### src/rtl/i2s_tx_serializer.sv
// i2s_tx_serializer: stereo PCM to Philips I2S (BCLK/LRCLK/SDATA) serializer.
// Timing comes only from bclk_en; a one-entry buffer takes samples by valid/ready.
// Ports: clk, rst (sync, active-high), bclk_en, s_valid/s_ready/s_left/s_right,
//        i2s_bclk, i2s_lrclk, i2s_sdata, underrun (one-cycle pulse).
// Option: define I2S_REPEAT_ON_UNDERRUN_EN to replay the last pair on underrun.
module i2s_tx_serializer #(
  parameter int DATA_W = 24,
  parameter int SLOT_W = 32
) (
  input  logic              clk,
  input  logic              rst,
  input  logic              bclk_en,
  input  logic              s_valid,
  output logic              s_ready,
  input  logic [DATA_W-1:0] s_left,
  input  logic [DATA_W-1:0] s_right,
  output logic              i2s_bclk,
  output logic              i2s_lrclk,
  output logic              i2s_sdata,
  output logic              underrun
);

  localparam int FRAME = 2 * SLOT_W;
  localparam int PW    = $clog2(FRAME);

  localparam logic [PW-1:0] POS_MAX = PW'(FRAME - 1);
  localparam logic [PW-1:0] POS_R0  = PW'(SLOT_W);
  localparam logic [PW-1:0] L_FIRST = PW'(1);
  localparam logic [PW-1:0] L_LAST  = PW'(DATA_W);
  localparam logic [PW-1:0] R_FIRST = PW'(SLOT_W + 1);
  localparam logic [PW-1:0] R_LAST  = PW'(SLOT_W + DATA_W);

  logic              bclk_q;
  logic              lrclk_q;
  logic              sdata_q;
  logic              urun_q;
  logic              full_q;
  logic [PW-1:0]     pos_q;
  logic [PW-1:0]     pos_d;
  logic [DATA_W-1:0] hl_q;
  logic [DATA_W-1:0] hr_q;
  logic [DATA_W-1:0] sl_q;
  logic [DATA_W-1:0] sr_q;
  logic [DATA_W-1:0] ul;
  logic [DATA_W-1:0] ur;

  logic fall;
  logic start;
  logic accept;
  logic in_left;
  logic in_right;

  // A fall event is a toggle while BCLK is high.
  assign fall   = bclk_en & bclk_q;
  assign pos_d  = (pos_q == POS_MAX) ? '0 : pos_q + PW'(1);
  assign start  = fall & (pos_q == POS_MAX);
  assign accept = s_valid & ~full_q;

  assign in_left  = (pos_d >= L_FIRST) && (pos_d <= L_LAST);
  assign in_right = (pos_d >= R_FIRST) && (pos_d <= R_LAST);

  assign s_ready   = ~full_q;
  assign i2s_bclk  = bclk_q;
  assign i2s_lrclk = lrclk_q;
  assign i2s_sdata = sdata_q;
  assign underrun  = urun_q;

`ifdef I2S_REPEAT_ON_UNDERRUN_EN
  logic [DATA_W-1:0] last_l_q;
  logic [DATA_W-1:0] last_r_q;

  always_ff @(posedge clk) begin
    if (rst) begin
      last_l_q <= '0;
      last_r_q <= '0;
    end else if (start && full_q) begin
      last_l_q <= hl_q;
      last_r_q <= hr_q;
    end
  end

  assign ul = last_l_q;
  assign ur = last_r_q;
`else
  assign ul = '0;
  assign ur = '0;
`endif

  // Accept needs full_q=0 and a load needs full_q=1, so the
  // two writes to full_q below are mutually exclusive.
  always_ff @(posedge clk) begin
    if (rst) begin
      bclk_q  <= 1'b0;
      lrclk_q <= 1'b0;
      sdata_q <= 1'b0;
      urun_q  <= 1'b0;
      full_q  <= 1'b0;
      pos_q   <= POS_MAX;
      hl_q    <= '0;
      hr_q    <= '0;
      sl_q    <= '0;
      sr_q    <= '0;
    end else begin
      urun_q <= 1'b0;
      if (bclk_en) begin
        bclk_q <= ~bclk_q;
      end
      if (accept) begin
        hl_q   <= s_left;
        hr_q   <= s_right;
        full_q <= 1'b1;
      end
      if (fall) begin
        pos_q   <= pos_d;
        lrclk_q <= (pos_d >= POS_R0);
        sdata_q <= 1'b0;
        if (start) begin
          // Position 0 is the one-bit delay slot.
          if (full_q) begin
            sl_q   <= hl_q;
            sr_q   <= hr_q;
            full_q <= 1'b0;
          end else begin
            sl_q   <= ul;
            sr_q   <= ur;
            urun_q <= 1'b1;
          end
        end else if (in_left) begin
          sdata_q <= sl_q[DATA_W-1];
          sl_q    <= sl_q << 1;
        end else if (in_right) begin
          sdata_q <= sr_q[DATA_W-1];
          sr_q    <= sr_q << 1;
        end
      end
    end
  end

endmodule
### config.mk
export PLATFORM = sky130hd
export DESIGN_NAME = i2s_tx_serializer
export DESIGN_NICKNAME = d
export VERILOG_FILES = /design/src/rtl/i2s_tx_serializer.sv
export SDC_FILE = /design/constraint.sdc
export NUM_CORES = 1
export LEC_CHECK = 0
export ABC_AREA = 1
export BUFFER_PORTS_ARGS = -buffer_cell sky130_fd_sc_hd__buf_2
export CORE_MARGIN = 10
export CORE_UTILIZATION = 45
export CTS_BUF_LIST = sky130_fd_sc_hd__clkbuf_2 sky130_fd_sc_hd__clkbuf_4 sky130_fd_sc_hd__clkbuf_8
export DETAILED_ROUTE_END_ITERATION = 8
export PLACE_DENSITY = 0.76
export SYNTH_ARGS = -nofsm -noshare
export SYNTH_HDL_FRONTEND = slang
export SYNTH_SLANG_ARGS = --single-unit
### constraint.sdc
create_clock -name clk -period 1.6 [get_ports clk]
set_input_delay 0.16 -clock clk [delete_from_list [all_inputs] [get_ports clk]]
set_output_delay 0.16 -clock clk [all_outputs]
set_load 0.02 [all_outputs]
==> flow_summary.toml <==
[yosys]
ys_types = 27
synth_nets = 680
synth.avg_cell_area_sq_um = 7.443
synth-seq-area-share_pct = 46.05
yosys-top-cells-area = "dfxtp_1, a21oi_1, nand2_1"
yosys.area.top_type = "dfxtp_1"
syn_area_sq_um = 4652
synth_seq_cells = 107
netlist_instances = 625
synthDominantCellAreaShare_pct = 46.05
yosys_warnings = 0

[route]
routed_wl_microns = 12730
avgViaCountPerCell = 5.382
avgRoutedWirePerCell_microns = 15.36
ant_nets = 0
drc = 0
vias = 4462
drt_first_iter_violations = 329
drtPass1Iterations = 6

[global_route]
grt_first_pass_wirelength_microns = 18950
antenna_found_initial = 0
grt_use_total_pct = 15.47
grt_overflow = 0
grt_pass1_vias = 3992
grt_max_degree = 78

[clocking]
cts.path.max_buffers = 2
numCtsBuffers = 9
cts_sinks = 107
cts.clk_slew.worst_paths_ns = 0.10
ctsHtreeMaxLevel = 3
clock_latency_ns = 0.37
root_buffer = "clkbuf_8"
cts_tree = "yes"

[finish]
drive_above_1_share_pct = 29.00
post-route-util_pct = 58.44
ff_latch_area_sq_um = 2153
layout.nets = 743
fin_area_sq_um = 5952
antenna_cells = 0
area_growth_pct = 27.95
fillers = 883
multi_input_area_sq_um = 2477
final_cells = 829

[die]
coreArea_sq_um = 10180
start_util_pct = 45.68
die_w_microns = 121.7
rows = 37
io_pins = 57
die_area_sq_um = 14800
die_y_microns = 121.7

[worst_setup_path]
r2r_setup_slack_ns = -0.25
worstPathRequired_ns = 1.91
cp-end-kind = "flip-flop"
cpMostUsedCell = "nand2_4"
cp_num_buf_inv = 1
cpMaxStageDelayCell = "dfxtp_4"
cp_cell_sequence = "ha_4 > nand2_4 > nor2_4 > nand2_4 > nand2_4 > nand2_2 > nand2_2 > nand3_4 > nand2_8 > clkbuf_16 > nand3_2 > a21oi_2"
critical_path_class = "flip-flop to flip-flop"
critPathMaxStageDelay_ns = 0.40
startpoint_type = "flip-flop"
critPathMaxFanout = 6
critPathTopFamily = "simple AND/OR/NAND/NOR gates"
worstPathArrival_ns = 2.16

[placed_design]
dpl.hpwl_microns = 7274
routabilityCongestion = 0.8829
numPortBuffers = 56
dpl_cell_area_sq_um = 5216
placed_cells = 801

[pwr]
ir_worst_vdd_mv = 0.4579
p_total_mw = 6.148
power_density_nw_per_um2 = 1033
p_leak_nw = 2.313

[sta]
post-route-period-util_pct = 115.5
skew_ns = 0.01458
setup_viol = 51
relSlewSlack_pct = 72.46
max_freq_mhz = 541.2
hold_viol = 0
worst_slack_ns = -0.2477
worst_pin_slew_ns = 0.4131
rsz0062_at_grt = "yes"
period_needed_ns = 1.848
slew_viol_final = 0
setup_tns_ns = -9.871

[flow_run]
maxCapViolations = 0

[worst_hold_path]
hp-class = "input pin to flip-flop"

[run_status]
status = "finished, violations left"
violations = "setup timing"
-- final cells by class --
class | instances | area share, %
clock buffer | 11 | 2.439
timing repair buffer | 97 | 13.79
multi-input combinational | 434 | 41.62
clock inverter | 5 | 0.4835
tap | 136 | 2.859
inverter | 39 | 2.628
sequential | 107 | 36.18
-- stage by stage --
stage,worst slack (ns),hold WS [ns]
floorplan,0.00004186,0.2933
global placement,-0.07084,0.4096
detailed placement,-0.1489,0.4187
CTS,-0.1182,0.01474
global route,-0.3221,0.02441
finish,-0.2477,0.03163
-- worst register-to-register path, stage by stage (launching register included) --
cell       delay, ns
dfxtp_4         0.40
ha_4            0.17
nand2_4         0.09
nor2_4          0.14
nand2_4         0.09
nand2_4         0.07
nand2_2         0.06
nand2_2         0.10
nand3_4         0.11
nand2_8         0.18
clkbuf_16       0.19
nand3_2         0.07
a21oi_2         0.14
-- metal layers --
metal | global-route usage (%) | share of wire [%] | wire [microns] | up-vias
met3 | 3.284 | 5.3 | 669 | 25
met4 | 5.440 | 2.1 | 265 | 0
met2 | 25.85 | 50 | 6305 | 143
met1 | 19.32 | 43 | 5491 | 2083
li1 | - | - | - | 2211
met5 | 0 | 0 | 0 | -
-- repair_timing --
| item | in CTS | in global routing |
|---|---|---|
| hold endpoints to repair | 0 | 0 |
| pin swaps | 1 | 35 |
| hold buffers | 0 | 0 |
| setup endpoints to repair | 48 | 52 |
| buffers inserted | 3 | 1 |
| gates cloned | 4 | 4 |
| gates resized for setup | 28 | 58 |
-- flip-flops by register name (all words and copies together), names as in the netlist --
register   cells
underrun       1
pos_q          6
sl_q          24
i2s_lrclk      1
sr_q          24
i2s_bclk       1
hr_q          24
hl_q          24
i2s_sdata      1
full_q         1
-- report_power, final --
| part | internal (mW) | switching (mW) |
|---|---|---|
| logic | 0.768 | 0.942 |
| registers | 2.82 | 0.0859 |
| clock network | 0.620 | 0.914 |
| total | 4.21 | 1.94 |
-- layout by cell type, fill, tap and decap left out, types with 2 or more instances in the layout --
| cell | synthesis | routed |
|---|---|---|
| buf_12 | 0 | 8 |
| inv_4 | 0 | 2 |
| o21ai_1 | 14 | 15 |
| ha_4 | 0 | 2 |
| nand2_1 | 100 | 88 |
| nor2_4 | 1 | 4 |
| clkbuf_8 | 0 | 10 |
| dfxtp_4 | 0 | 2 |
| nor2_1 | 80 | 74 |
| dfxtp_1 | 107 | 102 |
| nand3_2 | 3 | 11 |
| dfxtp_2 | 0 | 3 |
| nand2_4 | 5 | 6 |
| clkbuf_16 | 0 | 4 |
| clkinv_2 | 1 | 4 |
| o21ai_0 | 53 | 52 |
| buf_6 | 4 | 2 |
| inv_1 | 35 | 33 |
| a21oi_1 | 78 | 59 |
| nor2_2 | 1 | 4 |
| nand2_8 | 0 | 6 |
| a22oi_1 | 22 | 20 |
| inv_2 | 3 | 3 |
| a21oi_2 | 0 | 19 |
| buf_2 | 7 | 56 |
| o211ai_1 | 3 | 3 |
| nand2_2 | 2 | 9 |
| nand3_1 | 52 | 40 |
| buf_4 | 7 | 23 |
| a22oi_2 | 0 | 2 |
| buf_8 | 0 | 2 |
| buf_16 | 0 | 2 |
| o21ai_2 | 10 | 10 |
| nand3_4 | 0 | 4 |
| nand4_1 | 3 | 3 |
-- Yosys cell counts --
cell type    n
buf_1        5
inv_1       35
nor2_4       1
nor2_1      80
a22oi_1     22
nor2_2       1
nand3_2      3
dfxtp_1    107
clkinv_2     1
o21ai_1     14
nand2_2      2
or2_1        1
ha_1         3
nor3_1       1
o21ai_2     10
inv_2        3
nand2_4      5
clkbuf_1    24
a21oi_1     78
nand2_1    100
o21ai_0     53
buf_6        4
nand4_1      3
o211ai_1     3
buf_2        7
nand3_1     52
buf_4        7
-- worst paths after layout --
kind | end | depth (start not counted) | from
worst min register to register | hr_q[21]$_SDFFE_PP0P_ | 2 | hr_q[21]$_SDFFE_PP0P_
worst max register to register | sr_q[11]$_SDFFE_PP0P_ | 12 | pos_q[0]$_SDFFE_PP1P_
worst max-delay path | sr_q[11]$_SDFFE_PP0P_ | 12 | pos_q[0]$_SDFFE_PP1P_
worst min-delay path | hl_q[17]$_SDFFE_PP0P_ | 3 | s_left[17]
-- cell families (layout without fill, tap and decap cells) --
family | after synthesis | after routing | synth area share (%)
adders and majority gates | 3 | 3 | 0.8070
buffers and inverters | 86 | 152 | 8.365
DFF | 107 | 107 | 46.05
AOI/OAI and AO/OA | 180 | 180 | 21.52
and+or+nand+nor | 249 | 251 | 23.27
No activity file was read; power rests on OpenSTA's default activity.
